## src/rtl/pe_arr_skew_feeder.sv

```systemverilog
// ============================================================================
// Module   : pe_arr_skew_feeder
// Brief    : Diagonal skew feeder driving PE_ARR operands, fire enable and flush.
// Revision : 1.0 - initial release
// ============================================================================
`default_nettype none

module pe_arr_skew_feeder #(
    parameter int ROWS = 16,
    parameter int COLS = 16
) (
    input  logic                clk,
    input  logic                rstn,
    input  logic                in_valid,
    output logic                in_ready,
    input  logic                in_last,
    input  logic [0:8*ROWS-1]   in_a,
    input  logic [0:8*COLS-1]   in_w,
    output logic [0:8*ROWS-1]   in_a_port,
    output logic [0:8*COLS-1]   in_w_port,
    output logic                fire,
    output logic                busy,
    output logic                done
);

    localparam int F  = ((ROWS > COLS) ? ROWS : COLS) - 1;
    localparam int CW = (F > 1) ? $clog2(F) : 1;
    localparam logic [CW-1:0] LAST_CNT = (F > 0) ? CW'(F - 1) : '0;

    typedef enum logic [1:0] {
        IDLE   = 2'd0,
        STREAM = 2'd1,
        FLUSH  = 2'd2,
        DONE   = 2'd3
    } state_t;

    state_t          state;
    logic [CW-1:0]   flush_cnt;
    logic            accept;
    logic            advance;

    assign in_ready = (state == IDLE) || (state == STREAM);
    assign accept   = in_valid && in_ready;
    // With a single-lane array there is nothing to flush, so FLUSH never advances.
    assign advance  = accept || ((state == FLUSH) && (F != 0));
    assign busy     = (state != IDLE);

    always_ff @(posedge clk or negedge rstn) begin
        if (!rstn) begin
            state     <= IDLE;
            flush_cnt <= '0;
            fire      <= 1'b0;
            done      <= 1'b0;
        end else begin
            fire <= advance;
            done <= 1'b0;
            case (state)
                IDLE, STREAM: begin
                    if (accept) begin
                        if (in_last) begin
                            state     <= FLUSH;
                            flush_cnt <= '0;
                        end else begin
                            state <= STREAM;
                        end
                    end
                end
                FLUSH: begin
                    if ((F == 0) || (flush_cnt == LAST_CNT)) begin
                        state <= DONE;
                        done  <= 1'b1;
                    end else begin
                        flush_cnt <= flush_cnt + CW'(1);
                    end
                end
                DONE: begin
                    state <= IDLE;
                end
                default: begin
                    state <= IDLE;
                end
            endcase
        end
    end

    // Lane i is a chain of i+1 registers; during FLUSH zeros enter at the head.
    for (genvar i = 0; i < ROWS; i++) begin : g_a_lane
        logic [7:0] pipe [0:i];

        always_ff @(posedge clk or negedge rstn) begin
            if (!rstn) begin
                for (int s = 0; s <= i; s++) begin
                    pipe[s] <= 8'h00;
                end
            end else if (advance) begin
                pipe[0] <= accept ? in_a[8*i +: 8] : 8'h00;
                for (int s = 1; s <= i; s++) begin
                    pipe[s] <= pipe[s-1];
                end
            end
        end

        assign in_a_port[8*i +: 8] = pipe[i];
    end

    for (genvar j = 0; j < COLS; j++) begin : g_w_lane
        logic [7:0] pipe [0:j];

        always_ff @(posedge clk or negedge rstn) begin
            if (!rstn) begin
                for (int s = 0; s <= j; s++) begin
                    pipe[s] <= 8'h00;
                end
            end else if (advance) begin
                pipe[0] <= accept ? in_w[8*j +: 8] : 8'h00;
                for (int s = 1; s <= j; s++) begin
                    pipe[s] <= pipe[s-1];
                end
            end
        end

        assign in_w_port[8*j +: 8] = pipe[j];
    end

endmodule

`default_nettype wire

```

## config.mk

```make
export PLATFORM = sky130hd
export DESIGN_NAME = pe_arr_skew_feeder
export DESIGN_NICKNAME = d
export VERILOG_FILES = /design/src/rtl/pe_arr_skew_feeder.sv
export SDC_FILE = /design/constraint.sdc
export NUM_CORES = 2
export LEC_CHECK = 0
export ABC_AREA = 1
export CORE_ASPECT_RATIO = 0.75
export CORE_MARGIN = 2
export CORE_UTILIZATION = 50
export DETAILED_ROUTE_END_ITERATION = 10
export PLACE_DENSITY = 0.69
export RECOVER_POWER = 50
export SLEW_MARGIN = 20
export SYNTH_ARGS = -nofsm -noshare
export SYNTH_HDL_FRONTEND = slang
export SYNTH_SLANG_ARGS = --single-unit
```

## constraint.sdc

```tcl
create_clock -name clk -period 3.37 [get_ports clk]
set_input_delay 0.5055 -clock clk [delete_from_list [all_inputs] [get_ports clk]]
set_output_delay 0.5055 -clock clk [all_outputs]
set_load 0.005 [all_outputs]
```

======== Yosys cells after proc, flatten, opt, wreduce, memory -nomap -nowiden ========
Cells that the tools add are included.
W data, S select, Z words.
storage, ports and cells
  output and inout port bits .............. 260
  bits in registers ....................... 2184
cells by class
  muxes and demuxes ....................... 42
  reductions and logical operators ........ 9
  add/sub/neg operators ................... 1
  equality and inequality tests ........... 8
operator list
  kind                   number
  $mux W8                32
  $mux W4                3
  $pmux W4 S2            1
  $mux W2                3
  $ne A2 B2 Y1 const B   3
  $pmux W2 S3            1
  $add A4 B1 Y4 const B  1
  $eq A2 B2 Y1 const B   2
  $eq A4 B4 Y1 const B   1
  $reduce_and A4 Y1      1
  $reduce_bool A2 Y1     2
  $eq A2 B1 Y1 const B   1
  $logic_not A2 Y1       1
  $logic_or A1 B1 Y1     2
  $mux W1                2
  $ne A2 B1 Y1 const B   1
  $reduce_and A2 Y1      1
  $reduce_or A2 Y1       1
  $logic_and A1 B1 Y1    1

======== Depth between registers and ports, before layout ========
  depth after elaboration ................. 5
  depth in mapped cells ................... 8
  gate-level depth less buffers ........... 7

======== Worst setup path after synthesis ========
OpenSTA, ideal clock, no wires.
  path type ............................... input-to-reg
  start point ............................. in in_valid
  end point ............................... reg g_a_lane[6].pipe[10] (netlist name)
  data required time ...................... 3.253 ns
  setup time .............................. 0.117 ns
  data arrival time ....................... 1.284 ns
  setup slack ............................. 1.969 ns
  stages on the path ...................... 7
  cells stage by stage .................... nand2_1 > buf_4 > buf_4 > buf_4 > buf_4 > nand3_1 > nand2_1
on the way
  cells in the longest elaborated chain, start to end .. 2
ends and longest elaborated chain
  what                           RTL line  RTL
  start, declared                14        input logic in_valid,
  $logic_and A1 B1 Y1            43        assign accept = in_valid && in_ready;
  $logic_or A1 B1 Y1             45        assign advance = accept || ((state == FLUSH) && (F != 0));
  end signal, assigned by index  98        pipe[s] <= pipe[s-1];
  end, declared                  88        logic [7:0] pipe [0:i];
Every way passes these cells.
A chain may end at the register's enable or synchronous reset.

======== Worst setup path after layout ========
  start point ............................. reg state[1]
  end point ............................... reg g_a_lane[9].pipe[72] (netlist name)
on the way
  cells in the longest elaborated chain, start to end .. 4
ends and longest elaborated chain
  what                                                     RTL line  RTL
  start, declared                                          37        state_t state;
  start signal, assigned                                   50        state <= IDLE;
  start signal, assigned                                   61        state <= FLUSH;
  start signal, assigned                                   64        state <= STREAM;
  $eq A2 B1 Y1 / $logic_not A2 Y1 (equally long branches)  42        assign in_ready = (state == IDLE) || (state == STREAM);
  $logic_or A1 B1 Y1                                       42
  $logic_and A1 B1 Y1                                      43
  $mux W8 / $logic_or A1 B1 Y1 (equally long branches)     96, 45
  end signal, assigned by index                            98
  end, declared                                            88
Several ways; a longest one is shown, not always the timed one.

==> flow_metrics.env <==
export IMPL_run_status="finished with violations"
export IMPL_violations="max-capacitance violations, max-slew violations"
export IMPL_final_worst_path_period_need_ns=2.77
export IMPL_rsz0062_at_grt="false"
export IMPL_vias=63790
export IMPL_criticalPathCategory="flop to flop"
export IMPL_holdCritPathClass="input port to flop"
export IMPL_fp_dieArea_um2=180000
export IMPL_totalNegativeSetupSlack_ns=0
export IMPL_synth_top_cells_by_area="sky130_fd_sc_hd__dfrtp_1 62%, sky130_fd_sc_hd__nand2_1 18%, sky130_fd_sc_hd__nand3_1 12%"
export IMPL_wire_length_of_the_first_global_routing_pass_um=326000
export IMPL_timing_final_crit_share_pct=82.3
export IMPL_crit_arrival_ns=3.46
export IMPL_setup_violations=0
export IMPL_port_buffers=519
export IMPL_fmaxAchievable_ghz=0.361
export IMPL_post_synthesis_register_bit_count=2184
export IMPL_floorplan_core_area_um2=175000
export IMPL_clk_insertion_delay_late_ns=0.82
export IMPL_slowest_delay_ns=0.87
export IMPL_cts_inserted_buffers=204
export IMPL_crit_path_start_kind="flop"
export IMPL_total_of_warnings_raised_by_yosys=0
export IMPL_synthesis_nets=9934
export IMPL_vias_per_cell=5.24
export IMPL_drc=0
export IMPL_multi_input_comb_area_um2=27100
export IMPL_worstPathCellList="inv_1 > nand2_4 > clkinvlp_4 > buf_12 > clkbuf_1 > nand2_1 > nand2_1"
export IMPL_postCtsResizedCells=0
export IMPL_maxCapViolCount=1
export IMPL_power_mw=98.1
export IMPL_postCtsSetupBuffers=0
export IMPL_std_cell_rows=133
export IMPL_gr_total_overflow=0
export IMPL_grt_usage_pct=21.7
export IMPL_layout_cell_area_non_filler_um2=99500
export IMPL_gp_routability_congestion=0.803
export IMPL_cts_hold_repair_buffers=1
export IMPL_ir_worst_vdd_mv=0.681
export IMPL_layout_drive_gt1_share_pct=5.29
export IMPL_synth_cell_type_count=18
export IMPL_drt_wl_total_um=195000
export IMPL_cells_after_synth=9672
export IMPL_clk_root_buffer_cell="sky130_fd_sc_hd__clkbuf_16"
export IMPL_clkTransAtPathRegs_ns=0.06
export IMPL_pin_count=520
export IMPL_critPathMostFrequentCell="sky130_fd_sc_hd__nand2_1"
export IMPL_hold_viol=0
export IMPL_drt_iter0_markers=6540
export IMPL_synth_top_cell_area_share_pct=61.9
export IMPL_timing_max_slew_rel_slack_pct=-63.2
export IMPL_crit_path_max_delay_cell_type="sky130_fd_sc_hd__clkinvlp_4"
export IMPL_setup_worst_path_end_class="flop"
export IMPL_fill_cells=15267
export IMPL_syn_avg_cell_area_um2=9.13
export IMPL_chipWidth_um=489
export IMPL_initial_core_utilization_pct=50.3
export IMPL_htree_levels=4
export IMPL_area_growth_syn_to_layout_pct=12.7
export IMPL_cp_max_fo=52
export IMPL_antenna_found_initial=19
export IMPL_cts_tree="built"
export IMPL_cts_num_sinks=2184
export IMPL_worst_slew_pin_transition_ns=2.45
export IMPL_grt_start_max_net_pins=234
export IMPL_postRouteAntennaNets=0
export IMPL_post_synth_top_area_cell="sky130_fd_sc_hd__dfrtp_1"
export IMPL_critical_path_required_ns=4.06
export IMPL_first_global_vias=61988
export IMPL_holdWs_ns=0.217
export IMPL_synthesis_area_um2=88300
export IMPL_die_h_um=368
export IMPL_wire_per_inst_um=16.0
export IMPL_worst_clock_skew_ns=0.0367
export IMPL_timing_max_transition_violations_final=83
export IMPL_post_dp_cell_area_um2=92600
export IMPL_cts_path_max_buffers=3
export IMPL_cellLeakagePower_nw=53.2
export IMPL_detailed_placer_s_ending_hpwl_um=116000
export IMPL_detailedRoute_firstPassIterationCount=5
export IMPL_synth_yosys_seq_area_share_pct=61.9
export IMPL_pwr_density_cell_nw_per_um2=985
export IMPL_sequential_cell_area_um2=54700
export IMPL_num_nets_final=9886
## power breakdown
group | internal [mW] | leakage (nW) | switching [mW]
clock network | 13.7 | 3.48 | 10.3
registers | 37.5 | 28.6 | 6.31
logic | 11.2 | 21.0 | 19.0
## metal layers
metal	up-vias	track usage, %	part of all wire, %
met5	-	0	0.043
met2	1200	34.5	48
met1	31681	30.9	45
li1	30622	-	-
met3	275	3.43	4.1
met4	12	6.29	2.6
## cell families after synthesis
logic type | synth area share, %
simple gates | 30.3
flops | 61.9
buf+inv | 7.39
compound gates | 0.402
fa+ha+maj | 0.0283
xor+xnor | 0.00992
## layout by cell type (no fill, tap or decap), drive strengths merged, types with 2 or more instances in the layout
master         instances
a21oi                 36
buf                  153
bufinv                22
clkbuf               304
clkdlybuf4s50        518
clkinv                67
clkinvlp               9
dfrtp               2184
diode                 11
ha                     2
inv                   52
nand2               4261
nand3               2113
nor2                  40
o21ai                 35
## synth_stat cells, drive strengths merged
master	n
nand2	4261
xor2	1
or2	1
nand3	2113
a21oi	36
o21ai	35
clkbuf	40
buf	917
inv	41
nor2	40
ha	2
dfrtp	2184
nand4	1
## registers in the layout (all words and copies together), names as in the netlist
register and count:
g_a_lane.pipe 968, g_w_lane.pipe 968, in_a_port 120, in_w_port 120, flush_cnt 4, state 2
done 1, fire 1
## area by class of cell
cell class,instances,area share [%]
Sequential cell,2184,54.9
Multi-Input combinational cell,6490,27.3
Timing Repair Buffer,703,7.62
Clock buffer,273,5.76
Tap cell,2362,2.97
Clock inverter,109,1.29
Inverter,41,0.158
Antenna cell,11,0.0277
## worst max-delay path, delay by kind of cell (launching register included)
kind | cells | cell delay [ns]
simple gates | 3 | 0.32
flops | 1 | 0.43
buf+inv | 4 | 1.82
## final timing paths
path | start | end | slack (ns) | depth (start not counted)
hold reg to reg | g_a_lane[11].pipe[29] | g_a_lane[11].pipe[21] | 0.44 | 2
setup reg to reg | state[1] | g_a_lane[9].pipe[72] | 0.60 | 7
max in group asynchronous | rstn | g_w_lane[12].pipe[46] | 0.69 | 4
min in group asynchronous | rstn | g_w_lane[15].pipe[72] | 0.93 | 2
hold / removal | in_a[14] | g_a_lane[1].pipe[9] | 0.22 | 3
setup / recovery | state[1] | g_a_lane[9].pipe[72] | 0.60 | 7
## per-stage QoR
stage	worst slack, ns	std cells	util [%]
detailed placement	0.736	11779	52.8
global placement	0.759	11779	52.8
global route	0.396	12172	56.8
finish	0.596	12173	56.8
CTS	0.805	12162	56.8
floorplan	1.97	9672	-
Power figures use the tool's default switching activity.
